<file path="config.mk">
export PLATFORM = sky130hd
export DESIGN_NAME = apb_tx_regs
export DESIGN_NICKNAME = d
export VERILOG_FILES = /design/src/rtl/tx_pkg.sv /design/src/rtl/sync_fifo.sv /design/src/rtl/apb_tx_regs.sv
export SDC_FILE = /design/constraint.sdc
export NUM_CORES = 1
export LEC_CHECK = 0
export CAP_MARGIN = 20
export CORE_MARGIN = 4
export CORE_UTILIZATION = 30
export CTS_BUF_LIST = sky130_fd_sc_hd__clkbuf_8
export CTS_CLUSTER_SIZE = 30
export DETAILED_ROUTE_END_ITERATION = 10
export PLACE_DENSITY = 0.57
export SLEW_MARGIN = 20
export SYNTH_ARGS = -nofsm -noshare
export SYNTH_HDL_FRONTEND = slang
export SYNTH_SLANG_ARGS = --single-unit
export TNS_END_PERCENT = 1
</file>
<file path="constraint.sdc">
create_clock -name PCLK -period 3.5 [get_ports PCLK]
set_input_delay 0.7 -clock PCLK [delete_from_list [all_inputs] [get_ports PCLK]]
set_output_delay 0.7 -clock PCLK [all_outputs]
set_load 0.005 [all_outputs]
</file>
<file path="src/rtl/tx_pkg.sv">
// Shared constants for the transmit-path APB register block.
// Holds the register addresses, the CMD and STATUS bit positions, the
// STATUS word layout and the reset values of the WLEN and DIV registers.
package tx_pkg;

  localparam int unsigned ADDR_CTRL   = 0;
  localparam int unsigned ADDR_CMD    = 1;
  localparam int unsigned ADDR_TXDATA = 2;
  localparam int unsigned ADDR_WLEN   = 3;
  localparam int unsigned ADDR_DIV    = 4;
  localparam int unsigned ADDR_STATUS = 5;

  localparam int unsigned CMD_START_BIT = 3;
  localparam int unsigned CMD_STOP_BIT  = 4;

  localparam int unsigned STAT_LEVEL_W   = 6;
  localparam int unsigned STAT_EMPTY_BIT = 6;
  localparam int unsigned STAT_FULL_BIT  = 7;
  localparam int unsigned STAT_BUSY_BIT  = 8;
  localparam int unsigned STAT_UFLOW_BIT = 15;

  localparam logic [7:0]  WLEN_RST = 8'h10;
  localparam logic [15:0] DIV_RST  = 16'h0001;

  // Packed view of STATUS; field order matches the bit positions above.
  typedef struct packed {
    logic                    uflow;
    logic [5:0]              rsvd;
    logic                    busy;
    logic                    full;
    logic                    empty;
    logic [STAT_LEVEL_W-1:0] level;
  } status_t;

endpackage

</file>
<file path="src/rtl/sync_fifo.sv">
// Single-clock first-word fall-through FIFO.
// Ports:
//   i_clk, i_rst_n   clock, asynchronous active-low reset
//   i_push, i_wdata  write one word (ignored when full)
//   i_pop            consume head word (when empty: sets sticky underflow)
//   i_uflow_clr      clear the sticky underflow flag
//   o_rdata          head word; holds the last popped word while empty
//   o_full, o_empty  status flags
//   o_level          number of stored words, 0..DEPTH
//   o_underflow      sticky underflow flag
module sync_fifo #(
  parameter int unsigned WIDTH = 16,
  parameter int unsigned DEPTH = 32
) (
  input  logic                     i_clk,
  input  logic                     i_rst_n,
  input  logic                     i_push,
  input  logic                     i_pop,
  input  logic [WIDTH-1:0]         i_wdata,
  input  logic                     i_uflow_clr,
  output logic [WIDTH-1:0]         o_rdata,
  output logic                     o_full,
  output logic                     o_empty,
  output logic [$clog2(DEPTH):0]   o_level,
  output logic                     o_underflow
);

  localparam int unsigned AW = $clog2(DEPTH);
  localparam int unsigned PW = AW + 1;

  logic [WIDTH-1:0] r_mem [DEPTH];
  logic [PW-1:0]    r_wr_ptr;
  logic [PW-1:0]    r_rd_ptr;
  logic [WIDTH-1:0] r_last;
  logic             r_uflow;

  logic w_full;
  logic w_empty;
  logic w_do_push;
  logic w_do_pop;

  assign w_empty   = (r_wr_ptr == r_rd_ptr);
  assign w_full    = (r_wr_ptr[PW-1] != r_rd_ptr[PW-1]) &&
                     (r_wr_ptr[AW-1:0] == r_rd_ptr[AW-1:0]);
  assign w_do_push = i_push & ~w_full;
  // A pop against an empty FIFO only raises underflow, even if a push lands
  // in the same cycle.
  assign w_do_pop  = i_pop & ~w_empty;

  always_ff @(posedge i_clk) begin
    if (w_do_push) begin
      r_mem[r_wr_ptr[AW-1:0]] <= i_wdata;
    end
  end

  always_ff @(posedge i_clk or negedge i_rst_n) begin
    if (!i_rst_n) begin
      r_wr_ptr <= '0;
      r_rd_ptr <= '0;
      r_last   <= '0;
      r_uflow  <= 1'b0;
    end else begin
      if (w_do_push) begin
        r_wr_ptr <= r_wr_ptr + 1'b1;
      end
      if (w_do_pop) begin
        r_rd_ptr <= r_rd_ptr + 1'b1;
        r_last   <= r_mem[r_rd_ptr[AW-1:0]];
      end
      // Setting wins over a simultaneous clear so no underflow is lost.
      if (i_pop & w_empty) begin
        r_uflow <= 1'b1;
      end else if (i_uflow_clr) begin
        r_uflow <= 1'b0;
      end
    end
  end

  // While empty the slot at the read pointer is stale, so present the word
  // most recently handed out instead.
  assign o_rdata     = w_empty ? r_last : r_mem[r_rd_ptr[AW-1:0]];
  assign o_full      = w_full;
  assign o_empty     = w_empty;
  assign o_level     = r_wr_ptr - r_rd_ptr;
  assign o_underflow = r_uflow;

endmodule

</file>
<file path="src/rtl/apb_tx_regs.sv">
// APB slave front-end of the transmit path.
// Decodes APB register accesses, holds CTRL/WLEN/DIV, generates start/stop
// pulses from CMD writes and buffers TXDATA writes in a FIFO that the
// transmitter core drains.
// Ports:
//   PCLK, PRESETn                      clock, asynchronous active-low reset
//   PADDR/PWDATA/PWRITE/PSELx/PENABLE  APB request
//   PRDATA, PREADY                     APB response
//   ctrl_o, wlen_o, div_o              configuration to the core
//   start_o, stop_o                    one-cycle command pulses
//   tx_pop_i, tx_data_o, tx_empty_o    FIFO drain interface
//   core_busy_i                        core busy, reported in STATUS
module apb_tx_regs
  import tx_pkg::*;
#(
  parameter int unsigned ADDRESSWIDTH = 3,
  parameter int unsigned DATAWIDTH    = 16,
  parameter int unsigned FIFO_DEPTH   = 32
) (
  input  logic                    PCLK,
  input  logic                    PRESETn,
  input  logic [ADDRESSWIDTH-1:0] PADDR,
  input  logic [DATAWIDTH-1:0]    PWDATA,
  input  logic                    PWRITE,
  input  logic                    PSELx,
  input  logic                    PENABLE,
  output logic [DATAWIDTH-1:0]    PRDATA,
  output logic                    PREADY,
  output logic [7:0]              ctrl_o,
  output logic [7:0]              wlen_o,
  output logic [15:0]             div_o,
  output logic                    start_o,
  output logic                    stop_o,
  input  logic                    tx_pop_i,
  output logic [DATAWIDTH-1:0]    tx_data_o,
  output logic                    tx_empty_o,
  input  logic                    core_busy_i
);

  localparam int unsigned LVLW = $clog2(FIFO_DEPTH) + 1;

  logic [7:0]  r_ctrl;
  logic [7:0]  r_wlen;
  logic [15:0] r_div;
  logic        r_start;
  logic        r_stop;

  logic            w_full;
  logic            w_empty;
  logic            w_uflow;
  logic [LVLW-1:0] w_level;
  logic            w_commit;
  logic            w_push;
  logic            w_uflow_clr;
  status_t         w_status;

  logic w_a_ctrl, w_a_cmd, w_a_tx, w_a_wlen, w_a_div, w_a_stat;

  assign w_a_ctrl = (PADDR == ADDRESSWIDTH'(ADDR_CTRL));
  assign w_a_cmd  = (PADDR == ADDRESSWIDTH'(ADDR_CMD));
  assign w_a_tx   = (PADDR == ADDRESSWIDTH'(ADDR_TXDATA));
  assign w_a_wlen = (PADDR == ADDRESSWIDTH'(ADDR_WLEN));
  assign w_a_div  = (PADDR == ADDRESSWIDTH'(ADDR_DIV));
  assign w_a_stat = (PADDR == ADDRESSWIDTH'(ADDR_STATUS));

  // Wait states only for a TXDATA write against a full FIFO.
  assign PREADY      = ~(PSELx & PWRITE & w_a_tx & w_full);
  assign w_commit    = PSELx & PENABLE & PWRITE & PREADY;
  assign w_push      = w_commit & w_a_tx;
  assign w_uflow_clr = w_commit & w_a_stat & PWDATA[STAT_UFLOW_BIT];

  sync_fifo #(
    .WIDTH (DATAWIDTH),
    .DEPTH (FIFO_DEPTH)
  ) u_fifo (
    .i_clk       (PCLK),
    .i_rst_n     (PRESETn),
    .i_push      (w_push),
    .i_pop       (tx_pop_i),
    .i_wdata     (PWDATA),
    .i_uflow_clr (w_uflow_clr),
    .o_rdata     (tx_data_o),
    .o_full      (w_full),
    .o_empty     (w_empty),
    .o_level     (w_level),
    .o_underflow (w_uflow)
  );

  always_ff @(posedge PCLK or negedge PRESETn) begin
    if (!PRESETn) begin
      r_ctrl  <= '0;
      r_wlen  <= WLEN_RST;
      r_div   <= DIV_RST;
      r_start <= 1'b0;
      r_stop  <= 1'b0;
    end else begin
      r_start <= w_commit & w_a_cmd & PWDATA[CMD_START_BIT];
      r_stop  <= w_commit & w_a_cmd & PWDATA[CMD_STOP_BIT];
      if (w_commit & w_a_ctrl) r_ctrl <= PWDATA[7:0];
      if (w_commit & w_a_wlen) r_wlen <= PWDATA[7:0];
      if (w_commit & w_a_div)  r_div  <= PWDATA[15:0];
    end
  end

  always_comb begin
    w_status       = '0;
    w_status.level = STAT_LEVEL_W'(w_level);
    w_status.empty = w_empty;
    w_status.full  = w_full;
    w_status.busy  = core_busy_i;
    w_status.uflow = w_uflow;
  end

  always_comb begin
    PRDATA = '0;
    if (PSELx & PENABLE & ~PWRITE) begin
      if (w_a_ctrl)      PRDATA = DATAWIDTH'(r_ctrl);
      else if (w_a_wlen) PRDATA = DATAWIDTH'(r_wlen);
      else if (w_a_div)  PRDATA = DATAWIDTH'(r_div);
      else if (w_a_stat) PRDATA = DATAWIDTH'(w_status);
    end
  end

  assign ctrl_o     = r_ctrl;
  assign wlen_o     = r_wlen;
  assign div_o      = r_div;
  assign start_o    = r_start;
  assign stop_o     = r_stop;
  assign tx_empty_o = w_empty;

endmodule
</file>
==> metrics.md <==
| Metric | Value |
|---|---|
| Status | `complete, but fails checks` |
| Violated checks | `setup timing` |
| Gr ovfl total | `0` |
| Max-slew violations | `0` |
| Register area | `0.0170 mm^2` |
| Hold_ws | `0.182 ns` |
| Core Region | `0.0775 mm^2` |
| Clk Latency, worst-skew pair | `0.68 ns` |
| Internal power | `14900 uW` |
| CTS sink count | `575` |
| IR Drop Worst-Case VDD | `0.000540 V` |
| Sw frac | `0.327` |
| Max frequency | `0.265 GHz` |
| Critical path arrival | `3.08 ns` |
| XOR/XNOR Fraction of Synth Area | `0.00625` |
| Largest family of logic cells by synthesized area | `multiplexers` |
| R2R depth | `10` |
| Clk_skew | `0.0398 ns` |
| DRC Markers | `0` |
| DR WL/cell | `23.5 um` |
| NetSw | `7230 uW` |
| Post-DRT Antenna Nets | `0` |
| Vias per cell | `4.89` |
| Vias | `13400` |
| Synth-to-Final Area Change | `25.8%` |
| Routed WL | `64500 um` |
| H-tree Lvls | `3` |
| Layout Nets | `1668` |
| Slew HR | `0.295` |
| Post-Syn Nets | `1397` |
| Seq/Total Area, Yosys | `0.724` |
| Fillers | `7144` |
| RSZ-0062 raised after global routing | `true` |
| Prevailing post-synth register cell | `edfxtp_1` |
| Layout cell share with drive strength beyond 1 | `0.283` |
| Hold WC Path Type | `input pin to asynchronous set/reset pin` |
| Clk pwr share | `0.245` |
| Reg2reg end | `u_fifo.r_mem[8][2]` |
| Final Hold Viols | `0` |
| Sequential Power Share | `0.359` |
| CTS max path bufs | `3` |
| Root buf cell | `clkbuf_8` |
| Final period util | `1.08` |
| # IOs | `94` |
| Yosys warnings | `0` |
| Post-synth cell types | `55` |
| Multi-input logic area | `0.00648 mm^2` |
| Actual slew at the worst max-slew pin | `1.05 ns` |
| Critical Path RT | `2.80 ns` |
| Post-layout min period | `3.78 ns` |
| PD cells | `749 mW/mm^2` |
| Comb power frac | `0.396` |
| Worst R2R Start | `u_fifo.r_rd_ptr[1]` |
| Post-synthesis async set-or-reset flop share | `0.110` |
| Vias in the first global route | `13600` |
| Avg Cell Area, Syn | `17.2 um^2` |
| CTS Buf Count | `88` |
| Final setup violation count | `19` |
| DIE AREA | `0.0826 mm^2` |
| Initial Utilization | `0.302` |
| Die Y | `287 um` |
| CTS tree | `done` |
| Gr usage total | `0.154` |
| Crit path kind | `register to primary output` |
| CP Launch Point | `u_fifo.r_rd_ptr[1]` |
| Num rows | `102` |
| Worst Setup Start Kind | `register` |
| Compound-Gate Fraction of Synth Area | `0.0643` |
| Die width | `287 um` |
| Multiplexer share of the synthesized area | `0.146` |
| 1st-iter DRT viols | `1110` |
| Leakage Power | `0.0105 uW` |
| Dpl ws | `-0.0590 ns` |
| Clock transition at the registers of the reported paths | `0.06 ns` |
| First-pass GRT wire length | `93500 um` |
| Initial antenna violation count | `8` |
| IO buf count | `93` |
| Drt pass-1 iters | `5` |
| Synth Register Bits | `575` |
| Post-synthesis simple-gate area fraction | `0.0325` |
| DP HPWL | `38800 um` |
| EDFF count, synth | `512` |
| Synthesized area | `0.0234 mm^2` |
| Worst Path Max Fanout | `8` |
| Syn Inst Count | `1360` |
| Area share of fa/ha/maj cells after synthesis | `0.00620` |
| Max_cap viols | `0` |
| Final WS setup | `-0.279 ns` |
| Flop-to-flop setup slack | `0.57 ns` |
| Crit end category | `primary output` |
| Gp weighted congestion | `0.824` |
| Largest net degree at the start of global routing | `64` |
power groups by stage:
stage | clock network [uW] | logic, uW | registers, uW
detailed placement | 0 | 7170 | 8060
finish | 5410 | 8740 | 7930
floorplan | 0 | 4290 | 8000
CTS | 5560 | 8630 | 7920
global placement | 0 | 7150 | 8050
global route | 5890 | 9220 | 7960
synthesized netlist by cell type (10+ instances only):
library cell / n / area [um^2]
mux2i_1: 259 / 2590
mux2_4: 16 / 240
dfrtp_1: 61 / 1530
a22o_1: 10 / 87.6
ha_1: 10 / 125
a21oi_1: 58 / 290
clkbuf_1: 18 / 67.6
edfxtp_1: 512 / 15400
nand2_1: 25 / 93.8
mux2_2: 53 / 597
a22oi_1: 117 / 878
nor2_1: 46 / 173
buf_2: 25 / 125
buf_4: 20 / 150
nor4_2: 12 / 150
per-stage QoR:
| step | instances | power, uW | instance area, um^2 | util | setup TNS [ns] |
|---|---|---|---|---|---|
| 2_1_floorplan | 1360 | 12300 | 23400 | - | 0 |
| 3_3_place_gp | 2549 | 15200 | 26700 | 0.344 | -0.0854 |
| 3_5_place_dp | 2549 | 15200 | 26700 | 0.344 | -0.0879 |
| 4_1_cts | 2747 | 22100 | 29400 | 0.379 | -4.85 |
| 5_1_grt | 2749 | 23100 | 29500 | 0.381 | -5.23 |
| 6_report | 2750 | 22100 | 29500 | 0.381 | -3.01 |
worst max path at each step:
| stage | endpoint | depth (start not counted) | slack (ns) |
|---|---|---|---|
| 3_3_place_gp | tx_data_o[13] | 8 | -0.06 |
| 3_5_place_dp | tx_data_o[13] | 8 | -0.06 |
| 5_1_grt | tx_data_o[7] | 11 | -0.37 |
| 2_1_floorplan | u_fifo.r_mem[31][0] | 10 | 0.07 |
| 6_report | tx_data_o[6] | 11 | -0.28 |
| 4_1_cts | tx_data_o[10] | 10 | -0.35 |
flip-flops by register name, indices dropped and copies added (netlist names):
| register | cells |
|---|---|
| ctrl_o | 8 |
| start_o | 1 |
| div_o | 16 |
| wlen_o | 8 |
| u_fifo.r_wr_ptr | 6 |
| u_fifo.r_mem | 512 |
| stop_o | 1 |
| u_fifo.o_underflow | 1 |
| u_fifo.r_last | 16 |
| u_fifo.r_rd_ptr | 6 |
cells by family after synthesis:
family | count (synthesis)
buffers and inverters | 83
XOR/XNOR | 15
adder cells (fa/ha/maj) | 11
AO/OA/AOI/OAI | 216
multiplexers | 328
flip-flops | 575
AND/OR/NAND/NOR | 132
area by class of cell:
| cell class | instances | share of cell area |
|---|---|---|
| Timing Repair Buffer | 255 | 0.101 |
| Clock buffer | 92 | 0.0430 |
| Inverter | 9 | 0.00140 |
| Multi-Input combinational cell | 702 | 0.220 |
| Antenna cell | 3 | 0.000255 |
| Sequential cell | 575 | 0.575 |
| Tap cell | 1040 | 0.0441 |
| Clock inverter | 74 | 0.0152 |
cell usage in the layout (no fill, tap or decap), types with 12 or more instances in the layout:
cell / synthesis / layout
a21oi_1: 58 / 28
a21oi_2: 0 / 30
a22oi_1: 117 / 110
buf_12: 0 / 40
buf_4: 20 / 98
buf_6: 9 / 12
clkbuf_8: 0 / 92
clkdlybuf4s50_1: 0 / 69
clkinv_1: 0 / 15
clkinv_2: 0 / 23
dfrtp_1: 61 / 58
edfxtp_1: 512 / 512
inv_1: 7 / 30
mux2_2: 53 / 39
mux2_4: 16 / 30
mux2i_1: 259 / 256
nand2_1: 25 / 25
nor2_1: 46 / 39
worst max-delay path, stage by stage (launching register included):
cell           delay (ns)
dfrtp_4              0.51
buf_8                0.15
buf_12               0.13
buf_16               0.13
buf_8                0.15
mux2i_2              0.20
a22oi_2              0.12
a21oi_2              0.28
nor4_4               0.07
buf_4                0.17
mux2_4               0.26
dlygate4sd2_1        0.26
per-layer routing:
layer  wire length (um)  GRT usage  share of wire  vias up
li1                   -          -              -     5937
met4               1770     0.0528          0.027        6
met1              26900      0.201           0.42     6884
met5                 34          0        0.00053        -
met2              31200      0.254           0.48      496
met3               4620     0.0322          0.072      112
timing repair:
item,4_1_cts,5_1_grt
gates cloned,9,0
pin swaps,58,35
hold buffers,0,0
buffers inserted,24,1
gates resized for setup,163,31
endpoints found under the setup margin,25,24
No activity file was read; power rests on OpenSTA's default activity.
